## config.mk

```make
export PLATFORM = sky130hd
export DESIGN_NAME = lsu_pipe
export DESIGN_NICKNAME = d
export VERILOG_FILES = /design/src/rtl/lsu_pkg.sv /design/src/rtl/lsu_align.sv /design/src/rtl/lsu_pipe.sv
export SDC_FILE = /design/constraint.sdc
export NUM_CORES = 1
export LEC_CHECK = 0
export ABC_AREA = 1
export BUFFER_PORTS_ARGS = -buffer_cell sky130_fd_sc_hd__buf_2
export CELL_PAD_IN_SITES_DETAIL_PLACEMENT = 1
export CELL_PAD_IN_SITES_GLOBAL_PLACEMENT = 1
export CORE_MARGIN = 2
export CORE_UTILIZATION = 31
export DETAILED_ROUTE_END_ITERATION = 16
export GPL_ROUTABILITY_DRIVEN = 0
export HOLD_SLACK_MARGIN = 0.15
export PLACE_DENSITY = 0.87
export RECOVER_POWER = 25
export SLEW_MARGIN = 15
export SYNTH_ARGS = -nofsm -noshare
export SYNTH_HDL_FRONTEND = slang
export SYNTH_SLANG_ARGS = --single-unit
```

## constraint.sdc

```tcl
create_clock -name i_clk -period 1.57 [get_ports i_clk]
set_clock_uncertainty 0.15 [all_clocks]
set_input_delay 0.471 -clock i_clk [delete_from_list [all_inputs] [get_ports i_clk]]
set_output_delay 0.471 -clock i_clk [all_outputs]
set_load 0.005 [all_outputs]
```

## src/rtl/lsu_pkg.sv

```systemverilog
// rtl/lsu_pkg.sv - shared types and helpers for the load/store unit
package lsu_pkg;

  typedef enum logic [2:0] {
    LB  = 3'b000,
    LH  = 3'b001,
    LW  = 3'b010,
    LBU = 3'b100,
    LHU = 3'b101
  } lsu_op_e;

  typedef enum logic [1:0] {
    ERR_OK    = 2'b00,
    ERR_ALIGN = 2'b01,
    ERR_MAP   = 2'b10,
    ERR_TMO   = 2'b11
  } lsu_err_e;

  typedef enum logic [1:0] {
    IDLE = 2'b00,
    BUS  = 2'b01,
    RESP = 2'b10
  } lsu_state_e;

  localparam int SEL_DMEM = 0;
  localparam int SEL_OPER = 1;
  localparam int SEL_IPER = 2;

  // Half-open region test [base, base+size)
  function automatic logic in_region(input logic [31:0] a, input logic [31:0] base,
                                     input logic [31:0] size);
    return (a >= base) && (a < base + size);
  endfunction

endpackage

```

## src/rtl/lsu_align.sv

```systemverilog
// rtl/lsu_align.sv - load lane extraction/extension and store lane replication
module lsu_align
  import lsu_pkg::*;
(
  input  logic [2:0]  ld_op_i,
  input  logic [1:0]  ld_off_i,
  input  logic [31:0] rdata_i,
  output logic [31:0] ld_data_o,
  input  logic [1:0]  st_size_i,
  input  logic [1:0]  st_off_i,
  input  logic [31:0] st_data_i,
  output logic [3:0]  st_be_o,
  output logic [31:0] st_wdata_o
);

  logic [31:0] shifted;

  assign shifted = rdata_i >> {ld_off_i, 3'b000};

  // Move the addressed lane to bit 0 and extend it according to the load op
  always_comb begin
    ld_data_o = rdata_i;
    case (ld_op_i)
      LB:      ld_data_o = {{24{shifted[7]}}, shifted[7:0]};
      LH:      ld_data_o = {{16{shifted[15]}}, shifted[15:0]};
      LBU:     ld_data_o = {24'h0, shifted[7:0]};
      LHU:     ld_data_o = {16'h0, shifted[15:0]};
      default: ld_data_o = rdata_i;
    endcase
  end

  // Replicate store data across lanes so the byte enables alone pick the target
  always_comb begin
    st_be_o    = 4'hF;
    st_wdata_o = st_data_i;
    case (st_size_i)
      2'b00: begin
        st_be_o    = 4'b0001 << st_off_i;
        st_wdata_o = {4{st_data_i[7:0]}};
      end
      2'b01: begin
        st_be_o    = 4'b0011 << st_off_i;
        st_wdata_o = {2{st_data_i[15:0]}};
      end
      default: begin
        st_be_o    = 4'hF;
        st_wdata_o = st_data_i;
      end
    endcase
  end

endmodule

```

## src/rtl/lsu_pipe.sv

```systemverilog
// rtl/lsu_pipe.sv - handshaked load/store unit with region decode and bus timeout
module lsu_pipe
  import lsu_pkg::*;
#(
  parameter int          ADDR_W    = 16,
  parameter logic [31:0] DMEM_BASE = 32'h2000,
  parameter logic [31:0] DMEM_SIZE = 32'h2000,
  parameter logic [31:0] OPER_BASE = 32'h7000,
  parameter logic [31:0] OPER_SIZE = 32'h0040,
  parameter logic [31:0] IPER_BASE = 32'h7800,
  parameter logic [31:0] IPER_SIZE = 32'h0020,
  parameter int          TIMEOUT   = 16
) (
  input  logic              i_clk,
  input  logic              i_rst,
  input  logic              i_req_valid,
  output logic              o_req_ready,
  input  logic [2:0]        i_lsu_op,
  input  logic              i_lsu_wren,
  input  logic [31:0]       i_lsu_addr,
  input  logic [31:0]       i_st_data,
  output logic              o_rsp_valid,
  input  logic              i_rsp_ready,
  output logic [31:0]       o_ld_data,
  output logic [1:0]        o_rsp_err,
  output logic              o_bus_req,
  output logic              o_bus_we,
  output logic [ADDR_W-1:0] o_bus_addr,
  output logic [31:0]       o_bus_wdata,
  output logic [3:0]        o_bus_be,
  output logic [2:0]        o_bus_sel,
  input  logic              i_bus_ack,
  input  logic [31:0]       i_bus_rdata
);

  localparam int CNT_W = (TIMEOUT > 1) ? $clog2(TIMEOUT) : 1;

  lsu_state_e        state_q, state_d;
  logic [ADDR_W-1:0] addr_q, addr_d;
  logic [2:0]        op_q, op_d;
  logic              we_q, we_d;
  logic [31:0]       wdata_q, wdata_d;
  logic [3:0]        be_q, be_d;
  logic [2:0]        sel_q, sel_d;
  logic [31:0]       ld_q, ld_d;
  lsu_err_e          err_q, err_d;
  logic [CNT_W-1:0]  cnt_q, cnt_d;

  logic [ADDR_W-1:0] req_addr;
  logic [31:0]       req_a32;
  logic [2:0]        req_sel;
  logic              op_ok, align_bad;
  lsu_err_e          req_err;
  logic [31:0]       ld_ext, st_wdata;
  logic [3:0]        st_be;
  logic              addr_hi_unused;

  assign req_addr       = i_lsu_addr[ADDR_W-1:0];
  assign req_a32        = 32'(req_addr);
  assign addr_hi_unused = ^i_lsu_addr[31:ADDR_W];

  lsu_align u_align (
    .ld_op_i    (op_q),
    .ld_off_i   (addr_q[1:0]),
    .rdata_i    (i_bus_rdata),
    .ld_data_o  (ld_ext),
    .st_size_i  (i_lsu_op[1:0]),
    .st_off_i   (i_lsu_addr[1:0]),
    .st_data_i  (i_st_data),
    .st_be_o    (st_be),
    .st_wdata_o (st_wdata)
  );

  // Decode the incoming request: region select and prioritised error code
  always_comb begin
    req_sel           = '0;
    req_sel[SEL_DMEM] = in_region(req_a32, DMEM_BASE, DMEM_SIZE);
    req_sel[SEL_OPER] = in_region(req_a32, OPER_BASE, OPER_SIZE);
    req_sel[SEL_IPER] = in_region(req_a32, IPER_BASE, IPER_SIZE);
    op_ok = i_lsu_wren ? (i_lsu_op == LB || i_lsu_op == LH || i_lsu_op == LW)
                       : (i_lsu_op == LB || i_lsu_op == LH || i_lsu_op == LW ||
                          i_lsu_op == LBU || i_lsu_op == LHU);
    align_bad = ((i_lsu_op[1:0] == 2'b01) && req_addr[0]) ||
                ((i_lsu_op == LW) && (req_addr[1:0] != 2'b00));
    if (!op_ok || align_bad)                 req_err = ERR_ALIGN;
    else if (req_sel == 3'b000)              req_err = ERR_MAP;
    else if (i_lsu_wren && req_sel[SEL_IPER]) req_err = ERR_MAP;
    else                                     req_err = ERR_OK;
  end

  // Next-state logic: accept, bus wait with timeout, hold response until taken
  always_comb begin
    state_d = state_q;
    addr_d  = addr_q;
    op_d    = op_q;
    we_d    = we_q;
    wdata_d = wdata_q;
    be_d    = be_q;
    sel_d   = sel_q;
    ld_d    = ld_q;
    err_d   = err_q;
    cnt_d   = cnt_q;
    case (state_q)
      IDLE: begin
        if (i_req_valid) begin
          addr_d  = req_addr;
          op_d    = i_lsu_op;
          we_d    = i_lsu_wren;
          wdata_d = st_wdata;
          be_d    = i_lsu_wren ? st_be : 4'hF;
          sel_d   = req_sel;
          ld_d    = '0;
          cnt_d   = '0;
          err_d   = req_err;
          state_d = (req_err == ERR_OK) ? BUS : RESP;
        end
      end
      BUS: begin
        if (i_bus_ack) begin
          ld_d    = we_q ? 32'h0 : ld_ext;
          err_d   = ERR_OK;
          state_d = RESP;
        end else if (cnt_q == CNT_W'(TIMEOUT - 1)) begin
          ld_d    = '0;
          err_d   = ERR_TMO;
          state_d = RESP;
        end else begin
          cnt_d = cnt_q + CNT_W'(1);
        end
      end
      RESP: begin
        if (i_rsp_ready) state_d = IDLE;
      end
      default: state_d = IDLE;
    endcase
  end

  // State and request registers; reset abandons any transaction in flight
  always_ff @(posedge i_clk or negedge i_rst) begin
    if (!i_rst) begin
      state_q <= IDLE;
      addr_q  <= '0;
      op_q    <= '0;
      we_q    <= 1'b0;
      wdata_q <= '0;
      be_q    <= '0;
      sel_q   <= '0;
      ld_q    <= '0;
      err_q   <= ERR_OK;
      cnt_q   <= '0;
    end else begin
      state_q <= state_d;
      addr_q  <= addr_d;
      op_q    <= op_d;
      we_q    <= we_d;
      wdata_q <= wdata_d;
      be_q    <= be_d;
      sel_q   <= sel_d;
      ld_q    <= ld_d;
      err_q   <= err_d;
      cnt_q   <= cnt_d;
    end
  end

  assign o_req_ready = (state_q == IDLE);
  assign o_rsp_valid = (state_q == RESP);
  assign o_ld_data   = o_rsp_valid ? ld_q : 32'h0;
  assign o_rsp_err   = o_rsp_valid ? err_q : 2'b00;
  assign o_bus_req   = (state_q == BUS);
  assign o_bus_we    = o_bus_req & we_q;
  assign o_bus_addr  = o_bus_req ? {addr_q[ADDR_W-1:2], 2'b00} : '0;
  assign o_bus_wdata = o_bus_req ? wdata_q : 32'h0;
  assign o_bus_be    = o_bus_req ? be_q : 4'h0;
  assign o_bus_sel   = o_bus_req ? sel_q : 3'b000;

endmodule

```

# == Word-level counts from Yosys, hierarchy flattened ==
# Cells that the tools add are included.
# word_totals
regBits,99
in_bits,105
output_inout_bits,93
wordCells,95
# classes
n_addsub,1
magnitude_cmp,6
n_eq_ne,16
shifts,3
muxes,33
n_bitwise,1
reduce_logical,25
# ops
cell,n
$mux 32,6
$pmux 32 s2,2
$pmux 32 s4,1
$lt 16x15->1 const B,3
$ge 16x15->1 const B,2
$shr 32x5->16,1
$mux 2,12
$mux 4,5
$ge 16x14->1 const B,1
$mux 16,1
$pmux 4 s2,2
$eq 3x3->1 const B,4
$logic_not 3->1,3
$eq 3x1->1 const B,2
$logic_and 1x1->1,6
$logic_not 2->1,3
$logic_or 1x1->1,6
$ne 2x2->1 const B,3
$pmux 2 s3,1
$reduce_and 3->1,2
$add 4x1->4 const B,1
$eq 2x1->1 const B,2
$eq 4x4->1 const B,1
$pmux 2 s2,1
13 further kinds,14

# == Logic depth before layout (Yosys ltp) ==
# Gate-level depths: netlist of the first run.
# logic_depth
depth_word,13
depth_mapped,10
ltp_nobuf,10

# == Modules after synthesis ==
# Synthesis of the first run repeated with hierarchy kept, for this count alone.
# unflattened
cells_unflattened,869
area_unflattened_um2,6002.0
# modules_own_cells
mod,n_inst,cells_per_inst,area_each_um2,seq_area_each_um2
lsu_pipe,1,572,4578.1,2477.4
lsu_align,1,297,1423.9,0.0

# == Worst setup path before layout of the first run ==
# OpenSTA, ideal clock, no wires.
# synth_timing
path_kind,register to output
startpoint,reg state_q[1]
endpoint,out o_ld_data[10]
t_arrival_ns,1.152
setup_slack_ns,-0.203
path_stages_with_launch,6
n_path_buf,1
path_cell_list,dfrtp_1 > inv_2 > nor2_1 > clkinv_1 > clkbuf_1 > nor2_1
# synth_via
elab_chain_len,2
# synth_lines
item,line_no,source
"start, declared",lsu_pipe.sv:38,"lsu_state_e state_q, state_d;"
"start signal, assigned",lsu_pipe.sv:152,state_q <= state_d;
$eq 2x2->1,lsu_pipe.sv:166,assign o_rsp_valid = (state_q == RESP);
via o_rsp_valid,lsu_pipe.sv:22,"output logic o_rsp_valid,"
$mux 32,lsu_pipe.sv:167,assign o_ld_data = o_rsp_valid ? ld_q : 32'h0;
"end, declared",lsu_pipe.sv:24,"output logic [31:0] o_ld_data,"
# The timed path passes the listed nets, and every way through them passes these cells.

# == Worst setup path in the final report of the first run ==
# layout_timing
startpoint,reg state_q[1]
endpoint,out o_bus_addr[8]
# layout_via
elab_chain_len,2
# layout_lines
item,line_no,source
$eq 2x1->1,lsu_pipe.sv:169,assign o_bus_req = (state_q == BUS);
$mux 16,lsu_pipe.sv:171,"assign o_bus_addr = o_bus_req ? {addr_q[ADDR_W-1:2], 2'b00} : '0;"
"end, declared",lsu_pipe.sv:28,"output logic [ADDR_W-1:0] o_bus_addr,"
# Every way passes these cells.

==> flow_metrics.py, run 1 <==
metrics = {
    "yosys": {
        "ys.warnings.count": 0,
        "synth-compound-area-share_pct": 18.0,
        "avgSynthCellArea_um2": 7.14,
        "yosys.area_share.simple_pct": 22.5,
        "ys_seq_area_share_pct": 45.5,
        "ys_seq_elements": 99,
        "synth.most_common_cell": "nand2_1",
        "synth_cells": 762,
        "synth_top_area_share_pct": 45.5,
        "synth_xor_area_share_pct": 0.322,
        "async_flop_share_pct": 100,
        "yosys-top-cells-count": "150 x nand2_1, 125 x inv_1, 124 x o21ai_0",
        "synth_top_area_cell": "dfrtp_1",
        "synthMuxAreaShare_pct": 0.184,
        "synthFlopType": "dfrtp_1",
        "yosys.cell_types.count": 36,
        "netlist_area_um2": 5440,
        "synth-adder-area-share_pct": 0.230,
        "synth_edf_count": 0,
        "synth_top_family_by_area": "simple AND/OR/NAND/NOR gates",
        "synthTopCellsByArea": "dfrtp_1 46%, o21ai_0 11%, nand2_1 10%",
    },
    "cells_and_area": {
        "post_layout_nonfiller_instances": 1246,
        "nets": 1119,
        "final_layout_size_suffix_gt1_share_pct": 39.0,
        "synthToLayoutAreaGrowth_pct": 54.0,
        "post-route-util_pct": 48.6,
    },
    "cts": {
        "cts_buffers": 9,
        "root_buffer": "clkbuf_16",
        "cts_tree": "done",
        "clkTransAtPathRegs_ns": 0.07,
        "clock-sinks": 99,
        "clockBufferDepth": 2,
        "clock_latency_ns": 0.35,
        "htreeDepth": 3,
    },
    "timing": {
        "max_slew_margin_pct": 58.1,
        "fmax_mhz": 479,
        "rsz0062_at_grt": "true",
        "fin_ws_ns": -0.519,
        "period_needed_ns": 2.09,
        "final-setup-viol-count": 188,
        "fin_crit_sh_pct": 133,
        "finalMaxSlewViolations": 0,
        "fin_tns_setup_ns": -60.63,
        "finalHoldViolations": 0,
        "worstMarginPinSlew_ns": 0.628,
    },
    "die": {
        "die_x_um": 136,
        "fp-row-count": 48,
        "die_h_um": 136,
        "io_pins": 198,
        "core_um2": 17200,
        "initial_core_util_pct": 31.6,
        "fp.dieArea_um2": 18600,
    },
    "routing": {
        "vias_per_cell": 4.85,
        "drtAntennaViolNets": 0,
        "vias": 6040,
        "wirelength_mm": 20.9,
        "avgRoutedWirePerCell_um": 16.8,
        "drc_errors": 0,
        "drt-initial-drc-count": 293,
        "drtPass1Iterations": 4,
    },
    "grt": {
        "grt_pass1_vias": 6240,
        "grt_max_degree": 49,
        "grt_usage_pct": 22.1,
        "grt_pass1_wl_mm": 31.6,
        "antenna_found_initial": 2,
        "grt-ovfl-total": 0,
    },
    "setup_path": {
        "crit_path_end_kind": "output port",
        "critical_path_class": "reg2out",
        "cp.required_ns": 0.95,
        "r2r_setup_slack_ns": -0.36,
        "arrival_ns": 1.47,
        "cp_slowest_stage_delay_ns": 0.40,
        "slowest_stage": "dfrtp_1",
        "cp-start-kind": "flip-flop",
        "timing.critical_path.fanout_max": 10,
        "crit_path_cell_trace": "inv_2 > nand2_8 > buf_6 > nor2_1 > buf_2",
    },
    "outcome": {
        "violations": "negative setup slack",
        "outcome": "finished, violations left",
    },
    "placed_design": {
        "place_inst": 1207,
        "dpl.hpwl_mm": 15.3,
        "port_buffers": 179,
    },
    "power": {
        "leakage_nw": 4.22,
        "power_density_nw_per_um2": 1370,
        "peakVddDrop_v": 0.000580,
    },
    "flow_run": {
        "cap_violations": 0,
    },
    "hold_path": {
        "min_path_type": "in2reg",
    },
}
==> worst paths after layout <==
path,start,cells past startpoint,endpoint
hold reg to reg,wdata_q[24]$_DFFE_PN0P_,2,wdata_q[24]$_DFFE_PN0P_
hold / removal,i_lsu_addr[4],3,addr_q[4]$_DFFE_PN0P_
min in group asynchronous,i_rst,3,cnt_q[2]$_DFFE_PN0P_
setup reg to reg,state_q[0]$_DFFE_PN0P_,12,ld_q[21]$_DFFE_PN0P_
max in group asynchronous,i_rst,3,ld_q[0]$_DFFE_PN0P_
setup / recovery,state_q[1]$_DFFE_PN0P_,5,o_bus_addr[8]
==> sequential cells by signal (all words and copies together) (netlist names) <==
register / cells
err_q: 2
op_q: 3
we_q: 1
addr_q: 16
wdata_q: 32
cnt_q: 4
sel_q: 3
ld_q: 32
be_q: 4
state_q: 2
==> area by class of cell <==
| type | count | area [µm²] |
|---|---|---|
| fill | 2157 | 8860 |
| multi-input combinational | 489 | 2750 |
| sequential | 99 | 2480 |
| timing repair buffer | 276 | 2010 |
| inverter | 136 | 539 |
| tap | 225 | 282 |
| clock buffer | 10 | 229 |
| clock inverter | 6 | 42.5 |
| timing repair inverter | 2 | 36.3 |
| antenna | 3 | 7.51 |
==> layer usage <==
layer | up-vias | global-route usage, % | part of all wire (%)
li1 | 2885 | - | -
met1 | 2928 | 25.6 | 39
met2 | 198 | 39.8 | 52
met3 | 27 | 4.92 | 6.9
met4 | 2 | 7.99 | 2.5
met5 | - | 0 | 0.053
==> power by group <==
group	internal (W)	total, W	switching, W
Sequential	0.00331	0.00361	0.000306
Combinational	0.00232	0.00577	0.00345
Clock	0.00108	0.00211	0.00103
==> kinds of logic after synthesis <==
| family | count (synthesis) |
|---|---|
| AO/OA/AOI/OAI | 180 |
| flip-flops | 99 |
| XOR/XNOR | 2 |
| buffers and inverters | 175 |
| other | 1 |
| multiplexers | 1 |
| AND/OR/NAND/NOR | 303 |
| adder cells (fa/ha/maj) | 1 |
==> worst max-delay path, delay by kind of cell (launching register included) <==
family	cells	cell delay (ns)
buffers and inverters	3	0.46
AND/OR/NAND/NOR	2	0.26
flip-flops	1	0.40
==> through the flow <==
stage / power (W) / worst slack, ns / area [µm²] / hold slack, ns
floorplan: 0.00651 / -0.0401 / 5820 / 0.0254
global placement: 0.00820 / -0.221 / 7480 / 0.316
detailed placement: 0.00845 / -0.273 / 7480 / 0.327
CTS: 0.0110 / -0.572 / 8000 / 0.171
global route: 0.0123 / -0.597 / 8370 / 0.191
finish: 0.0115 / -0.519 / 8370 / 0.184
==> cell usage in the layout, fill, tap and decap left out, types with 7 or more instances in the layout <==
master | synthesis | layout
nor2_1 | 113 | 45
buf_2 | 15 | 173
o211ai_1 | 7 | 7
o21ai_0 | 124 | 96
nor2_2 | 1 | 17
nor2_4 | 3 | 55
nand2_1 | 150 | 144
buf_12 | 0 | 15
a21oi_1 | 14 | 14
nand2_2 | 4 | 9
buf_4 | 4 | 58
inv_1 | 125 | 124
dfrtp_1 | 99 | 99
o21ai_1 | 14 | 37
clkbuf_16 | 0 | 11
buf_6 | 3 | 17
nand3_1 | 25 | 25
inv_2 | 10 | 10
==> what timing repair did <==
action	CTS	global route
hold buffers	1	0
gates cloned	3	3
hold endpoints to repair	99	0
gates resized for setup	32	88
setup endpoints to repair	184	190
pin swaps	2	2
setup buffers	3	10
Note: power is estimated with default switching activity, not from simulation.
==> run 2: changes to the inputs <==
Settings changed: CORE_UTILIZATION 31 to 32, CTS_BUF_LIST from default to sky130_fd_sc_hd__clkbuf_8, PLACE_DENSITY 0.87 to default, PLACE_DENSITY_LB_ADDON from default to 0.1.
==> flow_metrics.py, run 2 (same netlist as run 1, synthesis figures left out) <==
metrics = {
    "cells_and_area": {
        "fin_area_um2": 8560,
        "synthToLayoutAreaGrowth_pct": 57.3,
        "regArea_um2": 2480,
        "final_layout_size_suffix_gt1_share_pct": 43.3,
        "reg.largest.list": "ld_q: 32 flops, wdata_q: 32 flops, addr_q: 16 flops",
        "nets": 1125,
        "layout_commonest_cell": "buf_2",
        "fill_cells": 2097,
        "layout_common_cells": "175 x buf_2, 135 x nand2_1, 126 x inv_1",
        "multiInputGateArea_um2": 2920,
    },
    "power": {
        "peakVddDrop_v": 0.000600,
        "power_density_nw_per_um2": 1340,
        "fin_total_pwr_w": 0.0115,
        "leakage_nw": 4.29,
    },
    "hold_path": {
        "hold_start": "i_lsu_addr[2]",
        "min_path_type": "in2reg",
    },
    "cts": {
        "htreeDepth": 3,
        "clkTransAtPathRegs_ns": 0.10,
        "clock-sinks": 99,
        "cts_tree": "done",
        "clock_latency_ns": 0.38,
        "cts_buffers": 9,
        "clockBufferDepth": 2,
        "root_buffer": "clkbuf_8",
    },
    "die": {
        "die_h_um": 134,
        "fp-row-count": 47,
        "fp.dieArea_um2": 18100,
        "initial_core_util_pct": 32.8,
        "io_pins": 198,
        "die_x_um": 134,
        "core_um2": 16600,
    },
    "setup_path": {
        "rr_startpoint": "state_q[0]$_DFFE_PN0P_",
        "cp-startpoint": "state_q[1]$_DFFE_PN0P_",
        "r2r_setup_slack_ns": -0.48,
        "arrival_ns": 1.54,
        "timing.critical_path.fanout_max": 13,
        "cp-start-kind": "flip-flop",
        "critical_path_class": "reg2out",
        "cp.required_ns": 0.95,
        "crit_path_end_kind": "output port",
    },
    "grt": {
        "antenna_found_initial": 0,
        "grt_max_degree": 63,
        "grt-ovfl-total": 0,
        "grt_pass1_vias": 6524,
        "grt_usage_pct": 22.9,
        "grt_pass1_wl_mm": 32.7,
    },
    "routing": {
        "drtPass1Iterations": 4,
        "avgRoutedWirePerCell_um": 16.6,
        "drc_errors": 0,
        "vias_per_cell": 4.82,
        "drtAntennaViolNets": 0,
        "wirelength_mm": 20.7,
        "drt-initial-drc-count": 181,
        "vias": 5998,
    },
    "timing": {
        "fin_crit_sh_pct": 137,
        "holdWs_ns": 0.169,
        "max_slew_margin_pct": 62.4,
        "finalMaxSlewViolations": 0,
        "rsz0062_at_grt": "true",
        "final-setup-viol-count": 190,
        "worstMarginPinSlew_ns": 0.564,
        "fmax_mhz": 464,
        "fin_ws_ns": -0.587,
        "period_needed_ns": 2.16,
        "finalHoldViolations": 0,
    },
    "placed_design": {
        "dpl_cell_area_um2": 7350,
        "dpl.hpwl_mm": 14.3,
        "port_buffers": 179,
    },
    "outcome": {
        "violations": "negative setup slack",
        "outcome": "finished, violations left",
    },
    "flow_run": {
        "cap_violations": 0,
    },
}
==> run 2: cell types whose count changed in the layout (fill, tap and decap cells not counted), moves of 10 or more <==
cell      delta
o21ai_2     +10
nor2_2      +22
nor2_1      -11
o21ai_0     -12
clkbuf_8    +10
nor2_4      -11
==> run 2: worst max-delay path, stage by stage (launching register included) <==
cell and delay (ns):
dfrtp_1 0.41, inv_2 0.14, nand2_8 0.14, buf_12 0.20
nor2_2 0.12, buf_2 0.13
==> run 2: final cells by class <==
class | count | area share [%]
tap | 220 | 3.22
multi-input combinational | 490 | 34.1
antenna | 1 | 0.0292
clock buffer | 10 | 1.61
sequential | 99 | 29.0
clock inverter | 6 | 0.673
inverter | 136 | 6.14
timing repair buffer | 283 | 25.3
==> run 2: path summary, 6_finish.rpt <==
path / endpoint / cells past startpoint
setup / recovery: o_bus_wdata[31] / 5
hold / removal: addr_q[2]$_DFFE_PN0P_ / 3
setup reg to reg: cnt_q[1]$_DFFE_PN0P_ / 11
hold reg to reg: wdata_q[24]$_DFFE_PN0P_ / 2
max in group asynchronous: state_q[0]$_DFFE_PN0P_ / 3
min in group asynchronous: ld_q[27]$_DFFE_PN0P_ / 3
==> run 2: per-layer routing <==
metal	vias to the layer above	global-route usage, %	routed length [µm]
met5	-	0	0
met4	0	6.73	368
met3	26	3.93	967
met2	141	42.1	10900
met1	2934	27.2	8420
li1	2897	-	-
==> run 2: per-stage QoR <==
| step | setup slack, ns | setup TNS [ns] | util, % | cells |
|---|---|---|---|---|
| floorplan | -0.0401 | -1.58 | - | 763 |
| global placement | -0.160 | -15.80 | 44.3 | 1192 |
| detailed placement | -0.195 | -22.48 | 44.3 | 1192 |
| CTS | -0.588 | -66.47 | 48.8 | 1231 |
| global route | -0.660 | -93.09 | 51.6 | 1244 |
| finish | -0.587 | -77.77 | 51.6 | 1245 |
==> run 2: where the power goes <==
group	total (W)	switching, W	internal, W
clock	0.00174	0.000969	0.000769
sequential	0.00362	0.000315	0.00330
combinational	0.00611	0.00350	0.00261
total	0.0115	0.00478	0.00669
==> run 2: what timing repair did <==
action | in CTS | in global routing
cloned | 6 | 4
hold endpoints to repair | 103 | 0
endpoints found under the setup margin | 184 | 190
hold buffers | 5 | 0
buffers inserted | 13 | 10
pin swaps | 5 | 8
gates resized for setup | 58 | 127
